===== config.mk =====
export PLATFORM = sky130hd
export DESIGN_NAME = note_tone_generator_flat
export DESIGN_NICKNAME = d
export VERILOG_FILES = /design/src/rtl/note_tone_generator_pkg.sv /design/src/rtl/note_tone_generator_if.sv /design/src/rtl/note_period_rom.sv /design/src/rtl/note_tone_generator.sv /design/src/flat_wrapper.sv
export SDC_FILE = /design/constraint.sdc
export NUM_CORES = 1
export LEC_CHECK = 0
export ABC_AREA = 1
export BUFFER_PORTS_ARGS = -buffer_cell sky130_fd_sc_hd__buf_2
export CAP_MARGIN = 5
export CORE_MARGIN = 4
export CORE_UTILIZATION = 35
export DETAILED_ROUTE_END_ITERATION = 6
export HOLD_SLACK_MARGIN = 0.08
export PLACE_DENSITY = 0.58
export SLEW_MARGIN = 20
export SYNTH_ARGS = -nofsm -noshare
export SYNTH_HDL_FRONTEND = slang
export SYNTH_HIERARCHICAL = 1
export SYNTH_SLANG_ARGS = --single-unit

===== constraint.sdc =====
create_clock -name clk -period 2.6 [get_ports clk]
set_clock_uncertainty 0.15 [all_clocks]
set_input_delay 0.13 -clock clk [delete_from_list [all_inputs] [get_ports clk]]
set_output_delay 0.13 -clock clk [all_outputs]
set_load 0.01 [all_outputs]

===== src/rtl/note_tone_generator_pkg.sv =====
// Shared constants for the note tone generator: key encodings, half-period table
// and octave-shift encodings.
package note_pkg;

    localparam logic [3:0] KEY_REST = 4'd15;
    localparam int         NUM_KEYS = 16;
    localparam int         HP_W     = 20;

    typedef enum logic [1:0] {
        OCT_NORM     = 2'd0,
        OCT_UP       = 2'd1,
        OCT_DOWN     = 2'd2,
        OCT_NORM_ALT = 2'd3
    } oct_shift_e;

    // Half-period in clocks at 100 MHz; upper octave entries are the lower ones halved.
    localparam logic [HP_W-1:0] HALF_PERIOD [NUM_KEYS] = '{
        20'd191113, 20'd170262, 20'd151686, 20'd143173,
        20'd127551, 20'd113636, 20'd101239,
        20'd95556,  20'd85131,  20'd75843,  20'd71586,
        20'd63775,  20'd56818,  20'd50619,
        20'd47778,  20'd0
    };

endpackage


===== src/rtl/note_tone_generator_if.sv =====
// Note request / buzzer status bundle between the note source and the tone generator.
interface note_tone_generator_if;
    logic       key_on;
    logic [3:0] key;
    logic [1:0] oct_shift;
    logic [1:0] vol;
    logic       speaker;
    logic       playing;
    logic [3:0] cur_key;

    modport master (
        output key_on, key, oct_shift, vol,
        input  speaker, playing, cur_key
    );

    modport slave (
        input  key_on, key, oct_shift, vol,
        output speaker, playing, cur_key
    );
endinterface


===== src/rtl/note_period_rom.sv =====
// Combinational key/octave to half-period lookup, with the short-period clamp.
module note_period_rom
    import note_pkg::*;
#(
    parameter int PERIOD_SHIFT = 0,
    parameter int CNT_W        = 20
) (
    input  logic [3:0]       key,
    input  logic [1:0]       oct_shift,
    output logic [CNT_W-1:0] hp
);

    logic [CNT_W-1:0] table_w [NUM_KEYS];
    logic [CNT_W-1:0] base;
    logic [CNT_W-1:0] shifted;

    generate
        for (genvar gi = 0; gi < NUM_KEYS; gi++) begin : g_table
            assign table_w[gi] = CNT_W'(HALF_PERIOD[gi] >> PERIOD_SHIFT);
        end
    endgenerate

    always_comb begin
        base    = table_w[key];
        shifted = base;
        case (oct_shift_e'(oct_shift))
            OCT_UP:   shifted = base >> 1;
            OCT_DOWN: shifted = base << 1;
            default:  shifted = base;
        endcase
        // A half-period of 1 would leave no cycle for the reload; hold it at 2.
        hp = (shifted == CNT_W'(1)) ? CNT_W'(2) : shifted;
    end

endmodule


===== src/rtl/note_tone_generator.sv =====
// Square-wave buzzer driver: rising key_on starts a note, the half-period counter
// toggles the phase, and a free-running PWM counter gates volume inside the high phase.
module note_tone_generator
    import note_pkg::*;
#(
    parameter int PERIOD_SHIFT = 0,
    parameter int CNT_W        = 20,
    parameter int PWM_W        = 4
) (
    input  logic              clk,
    input  logic              rst,
    note_tone_generator_if.slave bus
);

    logic             key_on_q_reg;
    logic             armed_reg;
    logic [3:0]       cur_key_reg;
    logic [CNT_W-1:0] hp_reg;
    logic [CNT_W-1:0] counter_reg;
    logic             phase_reg;
    logic             playing_reg;
    logic [PWM_W-1:0] pwm_cnt_reg;
    logic             speaker_reg;

    logic [CNT_W-1:0] hp_next;
    logic [PWM_W:0]   thresh;
    logic             gate;
    logic             start;

    note_period_rom #(
        .PERIOD_SHIFT (PERIOD_SHIFT),
        .CNT_W        (CNT_W)
    ) u_rom (
        .key       (bus.key),
        .oct_shift (bus.oct_shift),
        .hp        (hp_next)
    );

    // armed_reg only rises once key_on has been seen low after reset, so a gate
    // already high when reset releases cannot masquerade as a rising edge.
    assign start = bus.key_on & ~key_on_q_reg & armed_reg;

    always_comb begin
        thresh = '0;
        case (bus.vol)
            2'd1:    thresh = (PWM_W+1)'(1) << (PWM_W-2);
            2'd2:    thresh = (PWM_W+1)'(1) << (PWM_W-1);
            2'd3:    thresh = (PWM_W+1)'(1) << PWM_W;
            default: thresh = '0;
        endcase
        gate = ({1'b0, pwm_cnt_reg} < thresh);
    end

    always_ff @(posedge clk or negedge rst) begin
        if (!rst) begin
            key_on_q_reg <= 1'b0;
            armed_reg    <= 1'b0;
            cur_key_reg  <= KEY_REST;
            hp_reg       <= '0;
            counter_reg  <= '0;
            phase_reg    <= 1'b0;
            playing_reg  <= 1'b0;
            pwm_cnt_reg  <= '0;
            speaker_reg  <= 1'b0;
        end else begin
            key_on_q_reg <= bus.key_on;
            pwm_cnt_reg  <= pwm_cnt_reg + PWM_W'(1);
            speaker_reg  <= playing_reg & phase_reg & gate;
            if (!bus.key_on) begin
                armed_reg <= 1'b1;
            end

            // Start has priority over the counter wrap and always restarts high.
            if (start) begin
                cur_key_reg <= bus.key;
                hp_reg      <= hp_next;
                counter_reg <= hp_next - CNT_W'(1);
                phase_reg   <= 1'b1;
                playing_reg <= (bus.key != KEY_REST);
            end else if (!bus.key_on) begin
                playing_reg <= 1'b0;
                phase_reg   <= 1'b0;
                counter_reg <= '0;
            end else if (playing_reg) begin
                if (counter_reg == '0) begin
                    counter_reg <= hp_reg - CNT_W'(1);
                    phase_reg   <= ~phase_reg;
                end else begin
                    counter_reg <= counter_reg - CNT_W'(1);
                end
            end
        end
    end

    assign bus.speaker = speaker_reg;
    assign bus.playing = playing_reg;
    assign bus.cur_key = cur_key_reg;

endmodule

===== src/flat_wrapper.sv =====
// flat-port wrapper written by rule: the top's interface ports become plain ports
module note_tone_generator_flat import note_pkg::*;
#(
    parameter int PERIOD_SHIFT = 0,
    parameter int CNT_W        = 20,
    parameter int PWM_W        = 4
)
  (clk, rst, bus_key_on, bus_key, bus_oct_shift, bus_vol, bus_speaker, bus_playing, bus_cur_key);
  note_tone_generator_if bus_i ();
  input  logic clk;
  input  logic rst;
  input wire logic [$bits(bus_i.key_on)-1:0] bus_key_on;
  input wire logic [$bits(bus_i.key)-1:0] bus_key;
  input wire logic [$bits(bus_i.oct_shift)-1:0] bus_oct_shift;
  input wire logic [$bits(bus_i.vol)-1:0] bus_vol;
  output wire logic [$bits(bus_i.speaker)-1:0] bus_speaker;
  output wire logic [$bits(bus_i.playing)-1:0] bus_playing;
  output wire logic [$bits(bus_i.cur_key)-1:0] bus_cur_key;
  assign bus_i.key_on = bus_key_on;
  assign bus_i.key = bus_key;
  assign bus_i.oct_shift = bus_oct_shift;
  assign bus_i.vol = bus_vol;
  assign bus_speaker = bus_i.speaker;
  assign bus_playing = bus_i.playing;
  assign bus_cur_key = bus_i.cur_key;
  note_tone_generator #(.PERIOD_SHIFT(PERIOD_SHIFT), .CNT_W(CNT_W), .PWM_W(PWM_W)) u_core (.clk(clk), .rst(rst), .bus(bus_i));
endmodule

==> impl_metrics.toml, run 1 <==
[drt]
num_vias = 4924
drtAntennaViolNets = 0
drtPass1Iterations = 5
routed_via_density = 5.00
drt-initial-drc-count = 311
wl_um = 13600
wire_per_inst_um = 13.8
route.detailed.drc = 0

[worst_setup_path]
cpPeakStageDelay_ns = 0.37
worstSetupPathType = "in -> reg"
crit_fanout = 5
crit_chain = "buf_8 -> clkinvlp_4 -> ha_4 -> inv_4 -> nand2_2 -> nand3_4 -> nand3_2 -> nand3_2 -> nor2_1 -> nand2_1 -> nor2_2 -> a21oi_2 -> buf_4 -> nor2_1 -> nand2_1 -> nor2_2 -> nand3_1 -> xnor2_1 -> a21oi_1 -> a22oi_1"
arrival_ns = 2.61
reg2reg_depth = 11
slowest_stage = "ha_4"
cp.required_ns = 2.61
timing.critical_path.from_type = "primary input"
worstSetupEndpointType = "flip-flop"

[logic_synthesis]
synth_area_mm2 = 0.00474
synth_area_leader_cell = "dfrtp_1"
syn_inst = 713
synth_top_flop_cell = "dfrtp_1"
ys_top_cells_by_area = "dfrtp_1, nand2_1, nand3_1, nor2_1, inv_1"
ys_types = 47
yosysTopAreaCellShare = 0.259
ys_warn_count = 6
synth-async-reset-ratio = 1.00
syn_nets = 737
syn_avg_cell_area_um2 = 6.65
ys_ff_latch = 53
synth_edf_count = 0
ys_seq_area_frac = 0.281

[global_route]
grt_pass1_vias = 4827
grt_pass1_wl_um = 22600
antenna_found_initial = 0
overflow = 0
gr-usage-all-layers = 0.171
grt_max_degree = 52

[sta]
period_needed_ns = 2.60
tightestPinTransition_ns = 0.739
max_freq_mhz = 385
hold_slack_ns = 0.0764
setup_viol = 0
finalCritPeriodShare = 0.999
fin_setup_tns_ns = 0
hold_viol_final = 0
report.final.slew_viol_count = 0
relSlewSlack = 0.508
fin_ws_ns = 0.00143
rsz0062_at_grt = "yes"

[pwr]
pwr-share-clk = 0.218
p_leak_nw = 3.01
p_comb_frac = 0.455
power_switching_w = 0.00122
peakVddDrop_v = 0.000242
power_density_mw_per_mm2 = 505
seqPwrFrac = 0.327
power_w = 0.00311
internal_power_w = 0.00189
swShare = 0.392

[run_status]
status = "finished, final reports clean"

[floorplanning]
die-width_um = 124
initial_core_util = 0.358
die_area_mm2 = 0.0155
rows = 42
coreArea_mm2 = 0.0132
io_pins = 17
die_height_um = 124

[layout]
nets = 831
drive_gt1_frac = 0.329
area_growth_pct = 29.9
antenna_cells = 0

[job]
cap_violations = 0

[clock_network]
root_buffer = "clkbuf_16"
htreeDepth = 2
path_clk_slew_ns = 0.07
cts_tree = "yes"
clk_path_buf_depth = 2
clk_latency_ns = 0.29
cts_buffers = 5
clock_sinks = 53

[placed_design]
port_buffers = 16
gp_congestion = 0.982
dpl_worst_slack_ns = -0.492
dpl.hpwl_um = 10500

[min_path]
min_path_cells = 4
hp-class = "in -> reg"
## placed cells by master (no fill, tap or decap), types with 14 or more instances in the layout
cell     count
nand2_1    149
nor2_2      16
nand2_2     29
inv_1       73
nand3_2     42
nand3_1     53
buf_4       88
nand4_1     16
nor2_1      86
a21oi_1     21
o21ai_0     35
buf_2       14
dfrtp_1     49
## area by class of cell
cell class,instances,area (um2)
Clock buffer,8,146
Tap cell,176,220
Sequential cell,53,1330
Fill cell,1377,7080
Multi-Input combinational cell,548,3220
Inverter,86,343
Timing Repair Buffer,113,898
## power groups by stage
stage,Sequential [W],Clock [W],Combinational [W]
6_report,0.00102,0.000677,0.00142
5_1_grt,0.00103,0.000726,0.00158
4_1_cts,0.00102,0.000698,0.00134
3_5_place_dp,0.00103,0,0.00130
3_3_place_gp,0.00103,0,0.00128
2_1_floorplan,0.00102,0,0.000887
## timing repair
action | in CTS | in global routing
buffers inserted | 3 | 6
endpoints found under the setup margin | 11 | 17
hold buffers | 3 | 0
resized for setup | 19 | 55
pin swaps | 8 | 13
endpoints found under the hold margin | 32 | 0
## cell usage after synthesis (all sizes together), types with 4 or more instances
master / instances
o21bai: 5
a21oi: 28
nor2: 111
dfstp: 4
nand2: 188
nor3: 8
inv: 84
ha: 13
clkbuf: 8
or2: 5
a22oi: 7
xor2: 6
nand4: 18
dfrtp: 49
xnor2: 5
buf: 18
o21ai: 45
a31oi: 4
nand3: 97
## final timing paths
kind,startpoint,end,slack (ns)
setup / recovery,bus_key[0],u_core/counter_reg[11]$_DFFE_PN0P_,0.001
hold / removal,bus_key[0],u_core/bus.cur_key[0]$_DFFE_PN1P_,0.08
setup reg to reg,u_core/counter_reg[17]$_DFFE_PN0P_,u_core/counter_reg[18]$_DFFE_PN0P_,0.08
hold reg to reg,u_core/pwm_cnt_reg[0]$_DFF_PN0_,u_core/pwm_cnt_reg[0]$_DFF_PN0_,0.31
max in group asynchronous,rst,u_core/bus.cur_key[0]$_DFFE_PN1P_,1.27
min in group asynchronous,rst,u_core/counter_reg[0]$_DFFE_PN0P_,0.29
## metrics by stage
step	instance area (um2)	cells	utilization
after floorplan	4860	713	-
after global placement	5630	964	0.425
after detailed placement	5630	964	0.425
after CTS	5900	978	0.446
after global routing	6160	984	0.465
final	6160	984	0.465
## logic make-up (layout without fill, tap and decap cells)
family          after synthesis  count (layout)  synth area share
other cells                   1               1          0.000791
simple gates                431             431             0.440
xor+xnor                     11              11            0.0203
compound gates               92              92             0.112
fa+ha+maj                    13              13            0.0343
buf+inv                     112             207             0.112
flops                        53              53             0.281
## per-layer routing
| metal | vias to the layer above | routed length (um) | share of wire | track usage |
|---|---|---|---|---|
| li1 | 2492 | - | - | - |
| met1 | 2288 | 6280 | 0.46 | 0.229 |
| met2 | 119 | 6490 | 0.48 | 0.287 |
| met3 | 25 | 503 | 0.037 | 0.0193 |
| met4 | 0 | 271 | 0.020 | 0.0561 |
| met5 | - | 0 | 0 | 0 |
## critical path: cells and delay by family
kind / cells / cell delay, ns
simple gates: 11 / 1.08
compound gates: 3 / 0.44
buf+inv: 4 / 0.43
fa+ha+maj: 1 / 0.37
xor+xnor: 1 / 0.14
Note: power is estimated with default switching activity, not from simulation.
==> run 2, diff against run 1 <==
==> constraint.sdc (replaced) <==
create_clock -name clk -period 2.6 [get_ports clk]
set_clock_uncertainty 0.15 [all_clocks]
set_input_delay 0.39 -clock clk [delete_from_list [all_inputs] [get_ports clk]]
set_output_delay 0.39 -clock clk [all_outputs]
set_load 0.01 [all_outputs]
==> impl_metrics.toml, run 2 (same netlist as run 1, synthesis figures left out) <==
[layout]
area_growth_pct = 32.3
multi_input_area_mm2 = 0.00332
nets = 831
fin_util = 0.474
antenna_cells = 0
drive_gt1_frac = 0.354
fillers = 1334
regArea_mm2 = 0.00133
mostFrequentLayoutCells = "nand2_1, nor2_1, buf_4, inv_1, nand3_1"
final_common_cell = "nand2_1"

[floorplanning]
initial_core_util = 0.358
rows = 42
die_height_um = 124
io_pins = 17
coreArea_mm2 = 0.0132
die_area_mm2 = 0.0155
die-width_um = 124

[sta]
finalCritPeriodShare = 1.11
max_freq_mhz = 348
setup_viol = 17
hold_viol_final = 0
report.final.slew_viol_count = 0
period_needed_ns = 2.88
tightestPinTransition_ns = 0.671
relSlewSlack = 0.553
fin_ws_ns = -0.277
rsz0062_at_grt = "yes"

[clock_network]
cts_buffers = 5
root_buffer = "clkbuf_16"
cts_tree = "yes"
clock_sinks = 53
path_clk_slew_ns = 0.07
clk_path_buf_depth = 2
htreeDepth = 2
clk_latency_ns = 0.29

[worst_setup_path]
arrival_ns = 2.90
worstSetupPathType = "in -> reg"
crit_path_frequent_cell = "nand2_2"
cp.required_ns = 2.62
rrSetupSlack_ns = 0.03
r2r_end = "u_core/counter_reg[18]$_DFFE_PN0P_"
r2r-start = "u_core/counter_reg[14]$_DFFE_PN0P_"
cpPeakStageDelay_ns = 0.37
reg2reg_depth = 14
timing.critical_path.from_type = "primary input"
worstSetupEndpointType = "flip-flop"
crit_chain = "buf_8 -> clkinvlp_4 -> ha_4 -> inv_4 -> nand2_4 -> nand3_2 -> nand2_2 -> nand2_2 -> nand3_2 -> nor2_1 -> nand2_1 -> nor2_2 -> nand2_1 -> nand2_2 -> buf_6 -> nor2_4 -> inv_2 -> nor2_4 -> nand2_2 -> nor2_2 -> nand3_1 -> xnor2_1 -> a21oi_1 -> a22oi_1"
crit_fanout = 5
slowest_stage = "ha_4"

[min_path]
holdCritStartpoint = "bus_key_on"
min_path_cells = 1
hp-class = "in -> reg"
hold-path-endpoint = "u_core/key_on_q_reg$_DFF_PN0_"

[drt]
routed_via_density = 4.99
drt-initial-drc-count = 322
num_vias = 4912
drtAntennaViolNets = 0
drtPass1Iterations = 5
wl_um = 13300
wire_per_inst_um = 13.5
route.detailed.drc = 0

[global_route]
antenna_found_initial = 0
grt_pass1_wl_um = 21800
gr-usage-all-layers = 0.166
grt_max_degree = 52
grt_pass1_vias = 4607
overflow = 0

[placed_design]
gp_congestion = 0.895
dpl_worst_slack_ns = -0.685
port_buffers = 16
dpl.hpwl_um = 10300

[pwr]
power_w = 0.00314
peakVddDrop_v = 0.000246
power_density_mw_per_mm2 = 500
p_leak_nw = 3.04

[job]
cap_violations = 0

[run_status]
failed_checks = "negative setup slack"
status = "finished with violations"
run 2: changes by cell type in the layout (fill, tap and decap cells not counted), sizes merged:
cell	delta
dlygate4sd3	-2
clkinv	+2
buf	+2
clkinvlp	+1
clkbuf	-3
run 2: cell type report:
cell class              count  area share
inverters                  86      0.0546
well taps                 176      0.0351
multi-input cells         548       0.529
clock buffers               5      0.0199
clock inverters             3     0.00279
flip-flops and latches     53       0.212
repair buffers            113       0.146
run 2: how the worst max path moves through the flow:
| stage | start | endpoint | slack [ns] |
|---|---|---|---|
| 3_3_place_gp | bus_key[0] | u_core/counter_reg[18]$_DFFE_PN0P_ | -0.64 |
| 6_report | bus_key[0] | u_core/counter_reg[11]$_DFFE_PN0P_ | -0.28 |
| 5_1_grt | bus_key[0] | u_core/counter_reg[18]$_DFFE_PN0P_ | -0.47 |
| 2_1_floorplan | bus_key[1] | u_core/counter_reg[16]$_DFFE_PN0P_ | -0.32 |
| 3_5_place_dp | bus_key[0] | u_core/counter_reg[18]$_DFFE_PN0P_ | -0.68 |
| 4_1_cts | bus_key[0] | u_core/counter_reg[18]$_DFFE_PN0P_ | -0.30 |
run 2: critical path, delay by kind of cell:
kind | cells | cell delay, ns
simple gates | 15 | 1.19
buf+inv | 5 | 0.47
fa+ha+maj | 1 | 0.37
compound gates | 2 | 0.31
xor+xnor | 1 | 0.14
run 2: routing by layer:
metal / global-route usage / part of all wire / vias up
li1: - / - / 2500
met1: 0.224 / 0.45 / 2269
met2: 0.274 / 0.48 / 116
met3: 0.0111 / 0.040 / 27
met4: 0.0671 / 0.030 / 0
met5: 0 / 0 / -
run 2: per-stage QoR:
stage | area [um2] | hold WS [ns] | TNS [ns] | std cells
detailed placement | 5720 | 0.295 | -9.77 | 967
CTS | 6070 | 0.0805 | -2.24 | 981
global placement | 5720 | 0.295 | -9.55 | 967
floorplan | 4900 | -0.0556 | -1.64 | 713
finish | 6270 | 0.0900 | -2.88 | 984
global route | 6270 | 0.0919 | -5.99 | 984
run 2: timing repair:
item,4_1_cts,5_1_grt
hold buffers,1,0
gates resized for setup,49,48
endpoints found under the setup margin,18,18
buffers inserted,7,6
endpoints found under the hold margin,23,0
pin swaps,35,54
run 2: power breakdown:
part | total (W) | internal (W) | switching (W) | leakage (nW)
Sequential | 0.00102 | 0.000950 | 0.0000681 | 0.657
Clock | 0.000656 | 0.000354 | 0.000302 | 0.0696
Combinational | 0.00146 | 0.000580 | 0.000883 | 2.31
Total | 0.00314 | 0.00188 | 0.00125 | 3.04
==> run 3, diff against run 2 <==
--- a/config.mk
+++ b/config.mk
@@ -9,10 +9,10 @@
 export BUFFER_PORTS_ARGS = -buffer_cell sky130_fd_sc_hd__buf_2
 export CAP_MARGIN = 5
 export CORE_MARGIN = 4
-export CORE_UTILIZATION = 35
+export CORE_UTILIZATION = 64
 export DETAILED_ROUTE_END_ITERATION = 6
 export HOLD_SLACK_MARGIN = 0.08
-export PLACE_DENSITY = 0.58
+export PLACE_DENSITY = 0.9
 export SLEW_MARGIN = 20
 export SYNTH_ARGS = -nofsm -noshare
 export SYNTH_HDL_FRONTEND = slang
==> impl_metrics.toml, run 3 (same netlist as run 1, synthesis figures left out) <==
[run_status]
status = "finished with violations"
failed_checks = "design-rule violations, negative setup slack"

[sta]
rsz0062_at_grt = "yes"
hold_slack_ns = 0.284
fin_ws_ns = -0.751
max_freq_mhz = 298
finalCritPeriodShare = 1.29
hold_viol_final = 0
tightestPinTransition_ns = 0.613
period_needed_ns = 3.35
setup_viol = 19
relSlewSlack = 0.589
report.final.slew_viol_count = 0

[placed_design]
port_buffers = 16
postPlaceCellArea_mm2 = 0.00558
dpl_worst_slack_ns = -0.676
gp_congestion = 0.966
dpl.hpwl_um = 10700

[pwr]
p_leak_nw = 3.04
power_density_mw_per_mm2 = 520
peakVddDrop_v = 0.000240

[worst_setup_path]
cp.required_ns = 2.64
crit_family = "simple AND/OR/NAND/NOR gates"
timing.critical_path.from_type = "primary input"
worstSetupPathType = "in -> reg"
crit_fanout = 5
slowest_stage = "o21ai_0"
reg2reg_depth = 12
arrival_ns = 3.39
r2r-start = "u_core/counter_reg[19]$_DFFE_PN0P_"
rrSetupSlack_ns = -0.18
crit_buf_inv = 5
cpPeakStageDelay_ns = 0.32
worstSetupEndpointType = "flip-flop"
r2r_end = "u_core/counter_reg[18]$_DFFE_PN0P_"
crit_chain = "buf_8 -> clkinvlp_4 -> ha_1 -> nand2_1 -> nand3_4 -> nand2_4 -> nand2_2 -> nand3_2 -> nor2_2 -> nand2_2 -> nor2_4 -> nand2_2 -> nand2_4 -> inv_4 -> ha_4 -> inv_2 -> nor2_4 -> nand2_2 -> inv_1 -> and3_4 -> o21ai_0 -> a21oi_1 -> nor2_1 -> a22oi_1"
crit_path_frequent_cell = "nand2_2"

[drt]
drtPass1Iterations = 7
routed_via_density = 6.96
drtAntennaViolNets = 0
wire_per_inst_um = 21.9
wl_um = 19900
drt-initial-drc-count = 1355
num_vias = 6303
route.detailed.drc = 136

[floorplanning]
coreArea_mm2 = 0.00721
die_height_um = 94.1
rows = 31
io_pins = 17
die-width_um = 94.1
initial_core_util = 0.657
die_area_mm2 = 0.00885

[clock_network]
path_clk_slew_ns = 0.10
htreeDepth = 2
cts_tree = "yes"
root_buffer = "clkbuf_8"
clock_sinks = 53
clk_path_buf_depth = 2
clk_latency_ns = 0.32
cts_buffers = 5

[layout]
fin_util = 0.864
area_growth_pct = 31.3
post-route-cell-area_mm2 = 0.00623
antenna_cells = 0
fillers = 343
final_common_cell = "nand2_1"
mostFrequentLayoutCells = "nand2_1, buf_4, nor2_1, inv_1, nand3_1"
nets = 829
drive_gt1_frac = 0.365

[min_path]
min_path_cells = 3
hold-path-endpoint = "u_core/bus.speaker$_DFF_PN0_"
holdCritStartpoint = "bus_vol[0]"
hp-class = "in -> reg"

[global_route]
grt_pass1_wl_um = 25100
overflow = 0
grt_pass1_vias = 5547
grt_max_degree = 52
antenna_found_initial = 0
gr-usage-all-layers = 0.354

[job]
cap_violations = 0
-- run 3: cell count changes in the layout (fill, tap and decap cells not counted), moves of 3 or more --
cell,before,now
buf_4,84,87
buf_6,8,2
clkbuf_16,5,0
clkbuf_8,0,5
nand2_1,144,139
nand2_4,10,13
nand3_4,4,8
nor2_1,86,81
nor2_4,13,18
o21ai_1,6,9
xnor2_1,5,1
-- run 3: how the worst max path moves through the flow --
stage | start | end | cells past startpoint
5_1_grt | bus_key[0] | u_core/counter_reg[10]$_DFFE_PN0P_ | 24
4_1_cts | bus_key[0] | u_core/counter_reg[18]$_DFFE_PN0P_ | 24
3_3_place_gp | bus_key[1] | u_core/counter_reg[18]$_DFFE_PN0P_ | 24
6_report | bus_key[0] | u_core/counter_reg[12]$_DFFE_PN0P_ | 24
2_1_floorplan | bus_key[1] | u_core/counter_reg[16]$_DFFE_PN0P_ | 23
3_5_place_dp | bus_key[1] | u_core/counter_reg[11]$_DFFE_PN0P_ | 21
-- run 3: power breakdown --
group | internal, W | switching, W
logic | 0.000602 | 0.00112
clock network | 0.000187 | 0.000294
registers | 0.000950 | 0.0000854
-- run 3: routing by layer --
layer / share of wire / global-route usage / vias to the layer above
li1: - / - / 2490
met1: 0.31 / 0.394 / 2764
met2: 0.43 / 0.610 / 725
met3: 0.14 / 0.0801 / 324
met4: 0.12 / 0.217 / 0
met5: 0 / 0 / -
-- run 3: worst register-to-register path: stages (launching register included) --
cell	delay (ns)
dfrtp_1	0.45
or2_4	0.27
nor2_4	0.19
buf_4	0.26
nand4_1	0.12
nand2_1	0.13
nand2_1	0.10
nor2_2	0.29
nand3_1	0.24
nor2_1	0.19
nand2_1	0.08
nand3_1	0.12
a21oi_1	0.09
-- run 3: repair_timing --
action | in CTS | in global routing
hold endpoints to repair | 17 | 0
hold buffers | 2 | 0
gates resized for setup | 30 | 89
setup endpoints to repair | 18 | 19
setup buffers | 3 | 6
pin swaps | 23 | 47
-- run 3: final cells by class --
cell class              instances  area, um2  area share
multi-input cells             548       3470       0.557
well taps                      99        124      0.0199
inverters                      86        343      0.0550
clock inverters                 3       17.5     0.00281
repair buffers                111        876       0.141
clock buffers                   5       68.8      0.0110
flip-flops and latches         53       1330       0.214
-- run 3: stage by stage --
step	total power [W]	TNS [ns]	std cells
2_1_floorplan	0.00192	-1.64	713
3_3_place_gp	0.00230	-7.41	886
3_5_place_dp	0.00237	-9.84	886
4_1_cts	0.00288	-2.08	899
5_1_grt	0.00336	-9.60	905
6_report	0.00324	-7.79	905
